===== config.mk =====
export PLATFORM = sky130hd
export DESIGN_NAME = pcileech_sysctl
export DESIGN_NICKNAME = d
export VERILOG_FILES = /design/src/rtl/pcileech_sysctl_pkg.sv /design/src/rtl/pcileech_debounce.sv /design/src/rtl/pcileech_sysctl.sv
export SDC_FILE = /design/constraint.sdc
export NUM_CORES = 1
export LEC_CHECK = 0
export CAP_MARGIN = 20
export CORE_ASPECT_RATIO = 1.1
export CORE_MARGIN = 2
export CORE_UTILIZATION = 57
export DETAILED_ROUTE_END_ITERATION = 12
export GPL_ROUTABILITY_DRIVEN = 0
export PLACE_DENSITY = 0.79
export SETUP_SLACK_MARGIN = 0.5
export SYNTH_ARGS = -nofsm -noshare
export SYNTH_HDL_FRONTEND = slang
export SYNTH_SLANG_ARGS = --single-unit

===== constraint.sdc =====
create_clock -name clk -period 2.9 [get_ports clk]
set_input_delay 0.87 -clock clk [delete_from_list [all_inputs] [get_ports clk]]
set_output_delay 0.87 -clock clk [all_outputs]
set_load 0.005 [all_outputs]

===== src/rtl/pcileech_sysctl_pkg.sv =====
// Purpose: shared types and default constants for the system control block.
// Latency: n/a (declarations only).
// Backpressure: n/a.
// Contents: sysctl_state_t state encoding, default cycle counts and blink bits.
package pcileech_sysctl_pkg;

  typedef enum logic [1:0] {
    S_POR     = 2'd0,  // power-on / post-release reset hold
    S_RUN     = 2'd1,  // normal operation, design out of reset
    S_BTN_RST = 2'd2,  // sw2 held: design held in reset, counting hold time
    S_RELOAD  = 2'd3   // sw2 held long enough: config reload requested
  } sysctl_state_t;

  localparam int DEF_DEBOUNCE_CYCLES = 1000000;    // 10 ms at 100 MHz
  localparam int DEF_RST_HOLD_CYCLES = 64;
  localparam int DEF_RELOAD_CYCLES   = 500000000;  // 5 s at 100 MHz
  localparam int DEF_BLINK_BIT       = 24;
  localparam int DEF_BLINK_END_BIT   = 27;

endpackage


===== src/rtl/pcileech_debounce.sv =====
// Purpose: 2-FF synchronizer plus debouncer for one active-low push button.
// Latency: 2 sync cycles + DEBOUNCE_CYCLES stable cycles from pin edge to dout change.
// Backpressure: none, free-running.
// Ports: clk, rst_n (sync, active-low), din_n (async button, low = pressed),
//        dout (debounced pressed level, 1 = pressed).
module pcileech_debounce
  import pcileech_sysctl_pkg::*;
#(
  parameter int DEBOUNCE_CYCLES = DEF_DEBOUNCE_CYCLES
) (
  input  logic clk,
  input  logic rst_n,
  input  logic din_n,
  output logic dout
);

  localparam int CW = $clog2(DEBOUNCE_CYCLES + 1);
  localparam logic [CW-1:0] CNT_LAST = CW'(DEBOUNCE_CYCLES - 1);

  logic          sync_a;
  logic          sync_b;
  logic          pressed_sync;
  logic [CW-1:0] cnt;

  assign pressed_sync = ~sync_b;

  always_ff @(posedge clk) begin
    if (!rst_n) begin
      // Synchronizer idles at the released level so reset never looks like a press.
      sync_a <= 1'b1;
      sync_b <= 1'b1;
      cnt    <= '0;
      dout   <= 1'b0;
    end else begin
      sync_a <= din_n;
      sync_b <= sync_a;
      if (pressed_sync != dout) begin
        // The level must disagree for DEBOUNCE_CYCLES consecutive cycles;
        // any agreeing cycle in between restarts the count.
        if (cnt == CNT_LAST) begin
          dout <= ~dout;
          cnt  <= '0;
        end else begin
          cnt <= cnt + CW'(1);
        end
      end else begin
        cnt <= '0;
      end
    end
  end

endmodule


===== src/rtl/pcileech_sysctl.sv =====
// Purpose: system control: button debounce, design reset sequencing, config reload, tick counter, power-on blink.
// Latency: sw2_db to rst 1 cycle; sw2_db release to rst low 1+RST_HOLD_CYCLES; led 1 cycle behind tickcount64/sw1_db.
// Backpressure: none, all outputs are free-running levels.
// Ports: clk, rst_n (sync, active-low), user_sw1_n/user_sw2_n (async buttons, active-low),
//        rst, rst_cfg_reload, tickcount64, led_pwronblink, sw1_db, sw2_db.
module pcileech_sysctl
  import pcileech_sysctl_pkg::*;
#(
  parameter int DEBOUNCE_CYCLES = DEF_DEBOUNCE_CYCLES,
  parameter int RST_HOLD_CYCLES = DEF_RST_HOLD_CYCLES,
  parameter int RELOAD_CYCLES   = DEF_RELOAD_CYCLES,
  parameter int BLINK_BIT       = DEF_BLINK_BIT,
  parameter int BLINK_END_BIT   = DEF_BLINK_END_BIT
) (
  input  logic        clk,
  input  logic        rst_n,
  input  logic        user_sw1_n,
  input  logic        user_sw2_n,
  output logic        rst,
  output logic        rst_cfg_reload,
  output logic [63:0] tickcount64,
  output logic        led_pwronblink,
  output logic        sw1_db,
  output logic        sw2_db
);

  localparam int POR_W  = $clog2(RST_HOLD_CYCLES + 1);
  localparam int HOLD_W = $clog2(RELOAD_CYCLES + 1);

  localparam logic [POR_W-1:0]  POR_LAST  = POR_W'(RST_HOLD_CYCLES - 1);
  localparam logic [HOLD_W-1:0] HOLD_LAST = HOLD_W'(RELOAD_CYCLES - 1);
  localparam logic [HOLD_W-1:0] HOLD_MAX  = HOLD_W'(RELOAD_CYCLES);

  sysctl_state_t     state;
  logic [POR_W-1:0]  por_cnt;
  logic [HOLD_W-1:0] hold_cnt;
  logic              blink_on;

  pcileech_debounce #(
    .DEBOUNCE_CYCLES(DEBOUNCE_CYCLES)
  ) u_db_sw1 (
    .clk  (clk),
    .rst_n(rst_n),
    .din_n(user_sw1_n),
    .dout (sw1_db)
  );

  pcileech_debounce #(
    .DEBOUNCE_CYCLES(DEBOUNCE_CYCLES)
  ) u_db_sw2 (
    .clk  (clk),
    .rst_n(rst_n),
    .din_n(user_sw2_n),
    .dout (sw2_db)
  );

  // Sequencer. Outputs are registered from the state being entered, so rst and
  // rst_cfg_reload change on the same edge as the state itself.
  always_ff @(posedge clk) begin
    if (!rst_n) begin
      state          <= S_POR;
      por_cnt        <= '0;
      hold_cnt       <= '0;
      rst            <= 1'b1;
      rst_cfg_reload <= 1'b0;
      tickcount64    <= '0;
    end else begin
      rst            <= 1'b1;
      rst_cfg_reload <= 1'b0;
      tickcount64    <= tickcount64 + 64'd1;
      case (state)
        S_POR: begin
          if (sw2_db) begin
            // Button wins over the power-on hold expiring in the same cycle.
            state       <= S_BTN_RST;
            hold_cnt    <= '0;
            tickcount64 <= '0;
          end else if (por_cnt == POR_LAST) begin
            state <= S_RUN;
            rst   <= 1'b0;
          end else begin
            por_cnt <= por_cnt + POR_W'(1);
          end
        end
        S_RUN: begin
          if (sw2_db) begin
            state       <= S_BTN_RST;
            hold_cnt    <= '0;
            tickcount64 <= '0;
          end else begin
            rst <= 1'b0;
          end
        end
        S_BTN_RST: begin
          // Tick counter is parked at 0 here and restarts from 0 on release.
          tickcount64 <= '0;
          if (!sw2_db) begin
            state   <= S_POR;
            por_cnt <= '0;
          end else begin
            if (hold_cnt != HOLD_MAX) begin
              hold_cnt <= hold_cnt + HOLD_W'(1);
            end
            if (hold_cnt == HOLD_LAST) begin
              state          <= S_RELOAD;
              rst_cfg_reload <= 1'b1;
            end
          end
        end
        S_RELOAD: begin
          tickcount64 <= '0;
          if (!sw2_db) begin
            // Reload request drops on the exit edge; rst stays high into S_POR.
            state   <= S_POR;
            por_cnt <= '0;
          end else begin
            rst_cfg_reload <= 1'b1;
          end
        end
        default: begin
          state   <= S_POR;
          por_cnt <= '0;
        end
      endcase
    end
  end

  // Blink only while the tick counter is still small after (re)start.
  assign blink_on = tickcount64[BLINK_BIT] & ~(|tickcount64[63:BLINK_END_BIT]);

  always_ff @(posedge clk) begin
    if (!rst_n) begin
      led_pwronblink <= 1'b0;
    end else begin
      led_pwronblink <= sw1_db ^ blink_on;
    end
  end

endmodule


==> summary.md <==
| Metric | Value |
|---|---|
| Power per cell area | 525.2 mW/mm2 |
| Ports | 73 |
| Layout cells sized above 1 | between 7 and 8% |
| Vias in the first global route | 6136 |
| Register area | 0.003024 mm2 |
| Final instance area | 0.008581 mm2 |
| Crit Path Category | flip-flop to output pin |
| Status | finished clean |
| Initial core utilization | 58.27% |
| Post-DP Area | 0.007898 mm2 |
| Final hold vios | 0 |
| Post-route clock period utilization | about 80% |
| Seq cells post-synth | 151 |
| Post-Syn Area | ~0.0070 mm2 |
| RSZ-0062 raised after global routing | yes |
| Clk_skew | 0.007514 ns |
| CP delay by family, top | buffers and inverters |
| Area contributors post-synth | dfxtp_1, xor2_1, nor2_1, xnor2_1, nand3_1 |
| Synth unique cells | 59 |
| Cts bufs inserted | 17 |
| Reg clk slew, reported paths | 0.06 ns |
| Setup TNS | 0 ns |
| Buf/Inv on CP | 1 |
| Final-layout fill cell count | between 900 and 1000 |
| Most instantiated library cell after synthesis | dfxtp_1 |
| Multi-input combinational cell area | 0.003841 mm2 |
| Post-Syn Nets | ~840 |
| Die width | about 110 um |
| CTS tree | done |
| Setup violators final | 0 |
| Worst skew pair latency | ~0.42 ns |
| Worst path cell trace | clkdlybuf4s50_1 |
| Synth async-reset ratio | 0% |
| Clock sink count | 151 |
| Synth Instances | 827 |
| CP peak stage delay | between 0.5 and 0.6 ns |
| CP Launch Type | flip-flop |
| Ys Warns | 0 |
| Post-Route WL | 17.01 mm |
| Peak supply drop | 0.4191 mV |
| Core Area | 0.01203 mm2 |
| Hold buffer count at CTS | 0 |
| Crit end category | output pin |
| Number of diodes | 0 |
| Critical path's slowest cell | clkdlybuf4s50_1 |
| Final ANT Viol Nets | 0 |
| Max-slew violation count | 0 |
| Worst Path Required | around 2.0 ns |
| Initial antenna violation count | 0 |
| Largest net degree at the start of global routing | 63 |
| Register area share after synthesis | approximately 43% |
| DR vias | 6423 |
| Tot Pwr | between 4000 and 5000 uW |
| Fmax | approximately 430 MHz |
| Critical path peak fanout | 8 |
| Worst slew pin tran | 0.7417 ns |
| Placed cell count | roughly 1000 |
| Total Nets Final | 914 |
| Leading area contributor after synthesis | dfxtp_1 |
| Yosys top cell area share | 43.11% |
| GRT Util Overall | 26.62% |
| DR WL/cell | 15.91 um |
| Die H | 120.3 um |
| Post-DP HPWL | 11.63 mm |
| Htree depth | 4 |
| Port Buffers | 72 |
| Commonest cells post-synth | dfxtp_1, nor2_1, nand2_1 |
| Hold Crit Class | flip-flop to flip-flop |
| Area grow syn2layout | 22.38% |
| First-pass GRT wire length | 28.17 mm |
| Max_slew headroom | 50.09% |
| Tmin final | 2.323 ns |
| Worst endpoint data arrival time | 1.45 ns |
| Leak Pwr | ~0.0029 uW |
| Non-Filler Instances | roughly 1100 |
| DRC errors left | 0 |
| Primary FF master, synth | dfxtp_1 |
| Die area | 0.01321 mm2 |
| Clock root cell | clkbuf_16 |
| Via/cell ratio | 6.008 |
| TritonRoute pass-1 iters | 5 |
| Grt total ovfl | 0 |
| Post-synth EDFFs | 0 |
| Syn avg cell area | between 8 and 9 um2 |
| Row count | 42 |
| Bufs on Longest Clock Path | 2 |
| DRT iter0 DRCs | approximately 370 |
| Smallest hold slack | about 0.4 ns |
| Max_cap viols | 0 |
[worst paths after layout]
kind	startpoint	cells past startpoint	slack (ns)	to
min reg2reg	u_db_sw2.sync_a$_SDFF_PN1_	1	0.41	u_db_sw2.sync_b$_SDFF_PN1_
max	tickcount64[35]$_SDFF_PP0_	1	0.58	tickcount64[35]
min	u_db_sw2.sync_a$_SDFF_PN1_	1	0.41	u_db_sw2.sync_b$_SDFF_PN1_
max reg2reg	tickcount64[0]$_SDFF_PP0_	7	0.61	tickcount64[28]$_SDFF_PP0_
[registers in the layout (all words and copies together) (netlist names)]
signal,count
u_db_sw1.cnt,20
u_db_sw1.sync_a,1
u_db_sw2.cnt,20
u_db_sw2.sync_a,1
por_cnt,7
u_db_sw1.dout,1
u_db_sw2.sync_b,1
led_pwronblink,1
u_db_sw1.sync_b,1
rst_cfg_reload,1
state,2
rst,1
hold_cnt,29
tickcount64,64
u_db_sw2.dout,1
[per-layer routing]
metal | vias up | track usage, % | share of wire, %
met5 | - | 0 | 0
met4 | 0 | 9.810 | 1.4
met3 | 26 | 6.792 | 5.7
met2 | 207 | 44.95 | 51
met1 | 3076 | 32.42 | 42
li1 | 3114 | - | -
[cells in the final DEF (no fill, tap or decap), types with 15 or more instances in the layout]
| cell type | instances |
|---|---|
| a21oi_1 | 35 |
| and3_1 | 16 |
| clkbuf_16 | 17 |
| clkdlybuf4s50_1 | 72 |
| dfxtp_1 | 150 |
| inv_1 | 18 |
| nand2_1 | 68 |
| nand3_1 | 61 |
| nand4_1 | 42 |
| nor2_1 | 123 |
| nor3_1 | 23 |
| nor4_1 | 20 |
| o21ai_0 | 15 |
| o31ai_1 | 17 |
| or3_1 | 18 |
| or4_1 | 22 |
| xnor2_1 | 37 |
| xor2_1 | 54 |
[power by group]
part / internal [uW] / switching (uW)
registers: 2090 / 12.5
clock network: 1520 / 818
logic: 26.0 / 46.6
total: 3630 / 877
[layout make-up]
cell class	count	area share [%]
multi-input combinational	630	44.77
sequential	151	35.24
timing repair buffer	86	9.624
clock buffer	22	5.643
tap	154	2.246
clock inverter	8	1.691
inverter	18	0.7874
[through the flow]
stage | utilization, % | setup slack [ns]
finish | 71.30 | 0.5769
detailed placement | 65.63 | 0.4963
floorplan | - | 0.8778
CTS | 70.86 | 0.5075
global placement | 65.63 | 0.5824
global route | 71.30 | 0.4980
[kinds of logic (layout without fill, tap and decap cells)]
logic type                 after synthesis  in the layout  synth area share (%)
AOI/OAI and AO/OA                       93             93                 8.262
xor gates and xnor gates                91             91                 11.37
and+or+nand+nor                        438            438                 33.12
adders and majority gates                6              6                 1.071
muxes                                    2              2                0.2855
DFF                                    151            151                 43.11
buffers and inverters                   46            134                 2.784
[repair_timing]
| action | 4_1_cts | 5_1_grt |
|---|---|---|
| endpoints found under the hold margin | 0 | 0 |
| setup endpoints to repair | 0 | 27 |
| setup buffers | 0 | 1 |
| resized for setup | 0 | 7 |
Note: power is estimated with default switching activity, not from simulation.
